<file path="src/rtl/ebike_pkg.sv">
// Shared e-bike control definitions: cadence FSM states, saturation codes and
// prescaler widths for simulation-speed and real-time builds.
package ebike_pkg;

    typedef enum logic [1:0] {
        CAD_IDLE  = 2'd0,
        CAD_MEAS  = 2'd1,
        CAD_STALL = 2'd2
    } cad_state_t;

    localparam logic [7:0] CAD_SAT = 8'hFF;
    localparam logic [7:0] CAD_MAX = 8'hFE;

    localparam int PRESCALE_W_FAST = 4;
    localparam int PRESCALE_W_REAL = 16;

endpackage

</file>
<file path="src/rtl/cadence_prescale.sv">
// Free-running PW-bit prescaler; tick is high while the count is all-ones,
// clr restarts the count from zero on the next edge.
module cadence_prescale #(
    parameter int PW = 4
) (
    input  logic clk,
    input  logic rst_n,
    input  logic clr,
    output logic tick
);

    logic [PW-1:0] cnt;

    always_ff @(posedge clk or negedge rst_n) begin
        if (!rst_n) begin
            cnt <= '0;
        end else if (clr) begin
            cnt <= '0;
        end else begin
            cnt <= cnt + {{(PW-1){1'b0}}, 1'b1};
        end
    end

    assign tick = &cnt;

endmodule

</file>
<file path="src/rtl/cadence_meas.sv">
// Pedal cadence period measurement: counts prescale ticks between rising
// edges of the filtered cadence input and reports the period or a stall.
//
// state     | meaning
// ----------+-----------------------------------------------------------
// CAD_IDLE  | no reference edge yet; first rise starts a measurement
// CAD_MEAS  | timing from the last rise; each rise captures a period
// CAD_STALL | period counter ran out; waiting for a rise to restart
module cadence_meas
    import ebike_pkg::*;
#(
    parameter int FAST_SIM = 1
) (
    input  logic       clk,
    input  logic       rst_n,
    input  logic       cadence_filt,
    output logic [7:0] cadence_per,
    output logic       cadence_vld,
    output logic       not_pedaling
);

    localparam int PW = (FAST_SIM != 0) ? PRESCALE_W_FAST : PRESCALE_W_REAL;

    logic       prev;
    logic       rise;
    logic       tick;
    logic [7:0] period_cnt;
    logic [7:0] cap_val;

    cad_state_t state, state_nxt;
    logic [7:0] per_nxt;
    logic       vld_nxt;
    logic       np_nxt;

    always_ff @(posedge clk or negedge rst_n) begin
        if (!rst_n) begin
            prev <= 1'b0;
        end else begin
            prev <= cadence_filt;
        end
    end

    assign rise = cadence_filt & ~prev;

    cadence_prescale #(
        .PW (PW)
    ) u_prescale (
        .clk   (clk),
        .rst_n (rst_n),
        .clr   (rise),
        .tick  (tick)
    );

    always_ff @(posedge clk or negedge rst_n) begin
        if (!rst_n) begin
            period_cnt <= 8'd0;
        end else if (rise) begin
            period_cnt <= 8'd0;
        end else if (tick && (period_cnt != CAD_SAT)) begin
            period_cnt <= period_cnt + 8'd1;
        end
    end

    // A rise before the first tick would read as zero; report the shortest
    // legal period instead so a capture is never confused with "no data".
    assign cap_val = (period_cnt == 8'd0) ? 8'd1 : period_cnt;

    always_comb begin
        state_nxt = state;
        per_nxt   = cadence_per;
        vld_nxt   = 1'b0;
        np_nxt    = not_pedaling;
        case (state)
            CAD_IDLE: begin
                if (rise) begin
                    state_nxt = CAD_MEAS;
                end
            end
            CAD_MEAS: begin
                if (rise) begin
                    per_nxt = cap_val;
                    vld_nxt = 1'b1;
                    np_nxt  = 1'b0;
                end else if (tick && (period_cnt == CAD_MAX)) begin
                    state_nxt = CAD_STALL;
                    per_nxt   = CAD_SAT;
                    np_nxt    = 1'b1;
                end
            end
            CAD_STALL: begin
                if (rise) begin
                    state_nxt = CAD_MEAS;
                end
            end
            default: begin
                state_nxt = CAD_IDLE;
            end
        endcase
    end

    always_ff @(posedge clk or negedge rst_n) begin
        if (!rst_n) begin
            state        <= CAD_IDLE;
            cadence_per  <= CAD_SAT;
            cadence_vld  <= 1'b0;
            not_pedaling <= 1'b1;
        end else begin
            state        <= state_nxt;
            cadence_per  <= per_nxt;
            cadence_vld  <= vld_nxt;
            not_pedaling <= np_nxt;
        end
    end

endmodule

</file>
<file path="config.mk">
export PLATFORM = sky130hd
export DESIGN_NAME = cadence_meas
export DESIGN_NICKNAME = d
export VERILOG_FILES = /design/src/rtl/ebike_pkg.sv /design/src/rtl/cadence_prescale.sv /design/src/rtl/cadence_meas.sv
export SDC_FILE = /design/constraint.sdc
export NUM_CORES = 1
export LEC_CHECK = 0
export ABC_AREA = 1
export BUFFER_PORTS_ARGS = -buffer_cell sky130_fd_sc_hd__buf_2
export CORE_ASPECT_RATIO = 1.2
export CORE_MARGIN = 2
export CORE_UTILIZATION = 60
export DETAILED_ROUTE_END_ITERATION = 16
export PLACE_DENSITY = 0.81
export SETUP_SLACK_MARGIN = 0.02
export SYNTH_ARGS = -nofsm -noshare
export SYNTH_HDL_FRONTEND = slang
export SYNTH_HIERARCHICAL = 1
export SYNTH_SLANG_ARGS = --single-unit
</file>
<file path="constraint.sdc">
create_clock -name clk -period 3.1 [get_ports clk]
set_input_delay 0.31 -clock clk [delete_from_list [all_inputs] [get_ports clk]]
set_output_delay 0.31 -clock clk [all_outputs]
set_load 0.03 [all_outputs]
</file>
Word-level counts from Yosys, hierarchy flattened. Cells that the tools add are included.

Flip-flop bits (word level): 25. Latch bits: 0. Bits in writable memories: 0. Bits in read-only memories: 0. Bits of input ports: 3. Output and inout port bits: 10. Word-level logic and storage cells: 42. Memories kept: 0.

$add $sub $neg: 2. $mul: 0. Divide/modulo/power cells: 0. Magnitude comparators: 0. Equal/unequal tests: 7. Shift operators: 0. Mux-type cells: 14. Bitwise gates (word level): 2. Reductions and logical operators: 10.

Operators with widths (count): $mux W8 (5); $add A8 B1 Y8 const B (1); $eq A8 B8 Y1 const B (1); $logic_not A8 Y1 (1); $ne A8 B8 Y1 const B (1); $mux W2 (3); $add A4 B1 Y4 const B (1); $mux W1 (4); $mux W4 (1); $ne A2 B2 Y1 const B (2); $pmux W2 S2 (1); $reduce_and A4 Y1 (1); $reduce_bool A2 Y1 (2); $reduce_and A3 Y1 (1); $eq A2 B1 Y1 const B (1); $eq A2 B2 Y1 const B (1); $logic_and A1 B1 Y1 (2); $logic_not A2 Y1 (1); $ne A2 B1 Y1 const B (1); $reduce_and A2 Y1 (1); $reduce_or A2 Y1 (1); $and A1 B1 Y1 (1); $not A1 Y1 (1).

Depth between registers and ports, before layout.
Word-level depth: 5. Depth in mapped cells: 9. Mapped depth without buffers: 9.

Modules after synthesis. The synthesis kept the hierarchy.

Modules (own cells, without submodules): cadence_meas (instances 1, cells an instance 147, area each 1153.6 um^2, seq. area each 536.8 um^2); cadence_prescale (instances 1, cells an instance 20, area each 175.2 um^2, seq. area each 100.1 um^2).

Worst setup path after synthesis. Ideal clock, no wire load.

Path type: register to register. Start point: reg u_prescale.cnt[0]. End point: reg cadence_per[0]. Setup time: 0.076 ns. Arrival: 1.318 ns. Required time: 3.024 ns. Slack: 1.706 ns. Cell stages (with the launch flop): 10. Path buffers: 1. Cell sequence: dfrtp_1 > ha_1 > nand2_1 > nor2_1 > nand2_1 > inv_1 > nand4_2 > buf_6 > nand3_1 > nand2_1.

Longest elaborated chain between the ends: 4.

RTL lines: start, declared (RTL line cadence_prescale.sv:12) `logic [PW-1:0] cnt;`; start signal, assigned (RTL line cadence_prescale.sv:20) `cnt <= cnt + {{(PW-1){1'b0}}, 1'b1};`; $reduce_and A4 Y1 (RTL line cadence_prescale.sv:24) `assign tick = &cnt;`; via tick (RTL line cadence_meas.sv:26) `logic tick;`; $logic_and A1 B1 Y1 (RTL line cadence_meas.sv:84) `end else if (tick && (period_cnt == CAD_MAX)) begin`; $reduce_bool A2 Y1 (no line); $reduce_and A2 Y1 (no line); end signal, assigned (RTL line cadence_meas.sv:109) `cadence_per <= per_nxt;`; end, declared (RTL line cadence_meas.sv:17) `output logic [7:0] cadence_per,`.

The timed path passes the listed nets, and every way through them passes these cells. A chain may end at the register's enable or synchronous reset.

Worst setup path in the final report.
Start point: reg u_prescale.cnt[0]. End point: reg cadence_per[4].

Same word-level chain as after synthesis.

==> impl_metrics.yaml <==
drt:
  totalWireLength_um: 2470
  drc: 0
  firstDrtPassIters: 4
  num_vias: 1080
  wl_per_cell_um: 11.6
  vias_per_cell: 5.07
  ant_nets: 0
  drtIter0Drc: 25
worst_setup_path:
  regToRegStartpoint: "u_prescale/cnt[0]$_DFF_PN0_"
  r2r_slack_ns: 1.29
  reg2reg_depth: 9
  critical_path_required_ns: 3.37
  setup.worst_path.class: "reg -> reg"
  r2r-end: "cadence_per[4]$_DFFE_PN1P_"
  crit_path_start: "u_prescale/cnt[0]$_DFF_PN0_"
  endpoint_kind: "flop"
  crit_fanout: 11
  critPathLaunchType: "flop"
  crit_arrival_ns: 2.09
clock_network:
  h-tree-depth: 1
  path_clk_slew_ns: 0.13
  cts_root_buffer: "clkbuf_4"
  cts_resized: 0
  cts_tree: "done"
  clock_latency_ns: 0.32
  clkSinkCount: 25
  clockBufferDepth: 2
  cts-buffers-inserted: 3
  post_cts_buffers: 0
synthesis:
  synth-seq-area-share_pct: 47.9
  ys_warn_count: 6
  ys_ff_latch: 25
  syn_nets: 174
  netlist_area_sq_um: 1330
  avgSynthCellArea_sq_um: 7.96
  syn-instance-count: 167
  yosysUniqueCellTypes: 24
sta:
  rsz0062_at_grt: "no"
  finalSetupViolCount: 0
  setup_slack_ns: 1.29
  finalHoldViolations: 0
  drv_slew: 0
  fmaxAchievable_mhz: 552
  tns_ns: 0
  fin_crit_sh_pct: 58.4
  fin_crit_ns: 1.81
  hold_ws_ns: 0.0975
  finClkSkew_ns: 0.00521
  relSlewSlack_pct: 64.0
  tightestPinTransition_ns: 0.540
job:
  max-cap-violations: 0
global_route:
  grt_overflow: 0
  antenna_found_initial: 0
  grt_max_degree: 26
  track_usage_pct: 24.1
  grt_pass1_wl_um: 4640
  grt_pass1_vias: 1112
floorplanning:
  ioPinCount: 13
  start_util_pct: 64.1
  coreArea_sq_um: 2070
  rows: 18
  die_w_um: 47.0
  dieArea_sq_um: 2610
  die_y_um: 55.6
power_and_ir_drop:
  total_power_mw: 0.815
  p_per_area_nw_per_um2: 560
  leakage_nw: 0.741
  ir_drop_mv: 0.351
worst_hold_path:
  min_from: "cadence_filt"
  worstHoldEndpoint: "prev$_DFF_PN0_"
  hp-class: "in -> reg"
  hold_depth: 1
layout:
  num-nets-final: 191
  drive_above_1_share_pct: 23.0
  fin_util_pct: 70.2
  area_growth_pct: 9.51
  num-fill-cells: 189
  antennaDiodeCount: 0
placed_design:
  port_buffers: 12
  hpwl_um: 1830
  gp_congestion: 0.846
  pre_cts_slack_ns: 1.30
run_status:
  status: "completed"
[critical path, cell delays in order (launching register included)]
cell and delay [ns]:
dfrtp_1 0.41, ha_1 0.17, nand2_1 0.07, nor2_1 0.25, nand2_1 0.09, inv_1 0.10, nand4_2 0.30, nand2_2 0.24
nand2_1 0.08, nand2_1 0.06
[layer usage]
metal	share of wire, %	global-route usage, %	routed length [um]
met1	42	29.7	1050
met4	2.1	10.3	51
met2	51	38.7	1270
met5	0	0	0
met3	4.3	5.23	106
[logic make-up after synthesis]
logic type / count (synthesis) / synth area share [%]
adders and majority gates: 4 / 3.77
and+or+nand+nor: 103 / 35.4
AOI/OAI and AO/OA: 10 / 4.33
buffers and inverters: 23 / 7.25
DFF: 25 / 47.9
xor gates and xnor gates: 2 / 1.32
[metrics by stage]
stage / area, sq um / instances
CTS: 1460 / 213
finish: 1460 / 213
global route: 1460 / 213
detailed placement: 1420 / 208
floorplan: 1330 / 167
global placement: 1420 / 208
[layout make-up]
type | count | area [sq um] | area share, %
sequential | 25 | 637 | 43.8
multi-input combinational | 119 | 596 | 40.9
inverter | 21 | 80.1 | 5.50
timing repair buffer | 14 | 77.6 | 5.33
tap | 30 | 37.5 | 2.58
clock buffer | 3 | 22.5 | 1.55
clock inverter | 1 | 5.00 | 0.344
[flip-flops by register name (all words and copies together) (netlist names)]
signal and flops:
prev 1, cadence_vld 1, cadence_per 8, u_prescale/cnt 4, not_pedaling 1, period_cnt 8
state 2
[power breakdown]
group | internal [mW] | switching, mW | total (mW)
sequential | 0.403 | 0.0393 | 0.443
clock | 0.0484 | 0.0990 | 0.147
combinational | 0.0697 | 0.155 | 0.225
total | 0.521 | 0.293 | 0.815
[cells in the final DEF (no fill, tap or decap), types with 3 or more instances in the layout]
cell      Yosys  layout
inv_1        19      19
ha_1          4       4
o21ai_1       4       4
dfrtp_1      16      16
buf_2         1      12
nor2_1       17      17
nand2_2       6       6
dfstp_2       9       9
nand2_1      53      53
o21ai_0       3       3
nand3_1      18      18
clkbuf_4      0       3
[Yosys cell counts]
cell type	count	share of area (%)
o21ai_0	3	1.1
nor2_2	1	0.47
a21oi_2	2	1.3
xor2_1	2	1.3
nand3_1	18	6.8
ha_1	4	3.8
buf_2	1	0.38
dfstp_2	9	18
nor2_1	17	4.8
dfrtp_1	16	30
nand2_2	6	2.8
nand3_2	1	0.75
nor2_4	2	1.7
nand4_2	1	0.94
nand2_1	53	15
clkinv_2	1	0.38
nor3_1	1	0.38
buf_6	1	0.85
nand2_4	1	0.85
a21oi_1	1	0.38
nand4_1	2	0.94
o21ai_1	4	1.5
inv_2	1	0.28
inv_1	19	5.4
[how the worst max path moves through the flow]
stage / endpoint / slack (ns) / cells past startpoint
finish: cadence_per[4]$_DFFE_PN1P_ / 1.29 / 9
global route: cadence_per[0]$_DFFE_PN1P_ / 1.03 / 9
CTS: cadence_per[3]$_DFFE_PN1P_ / 1.27 / 9
detailed placement: cadence_per[3]$_DFFE_PN1P_ / 1.30 / 9
global placement: cadence_per[7]$_DFFE_PN1P_ / 1.44 / 9
floorplan: cadence_per[0]$_DFFE_PN1P_ / 1.71 / 9
[what timing repair did]
item | in CTS | in global routing
endpoints found under the hold margin | 16 | 0
hold buffers | 1 | 0
setup endpoints to repair | 0 | 0
Power figures use the tool's default switching activity.
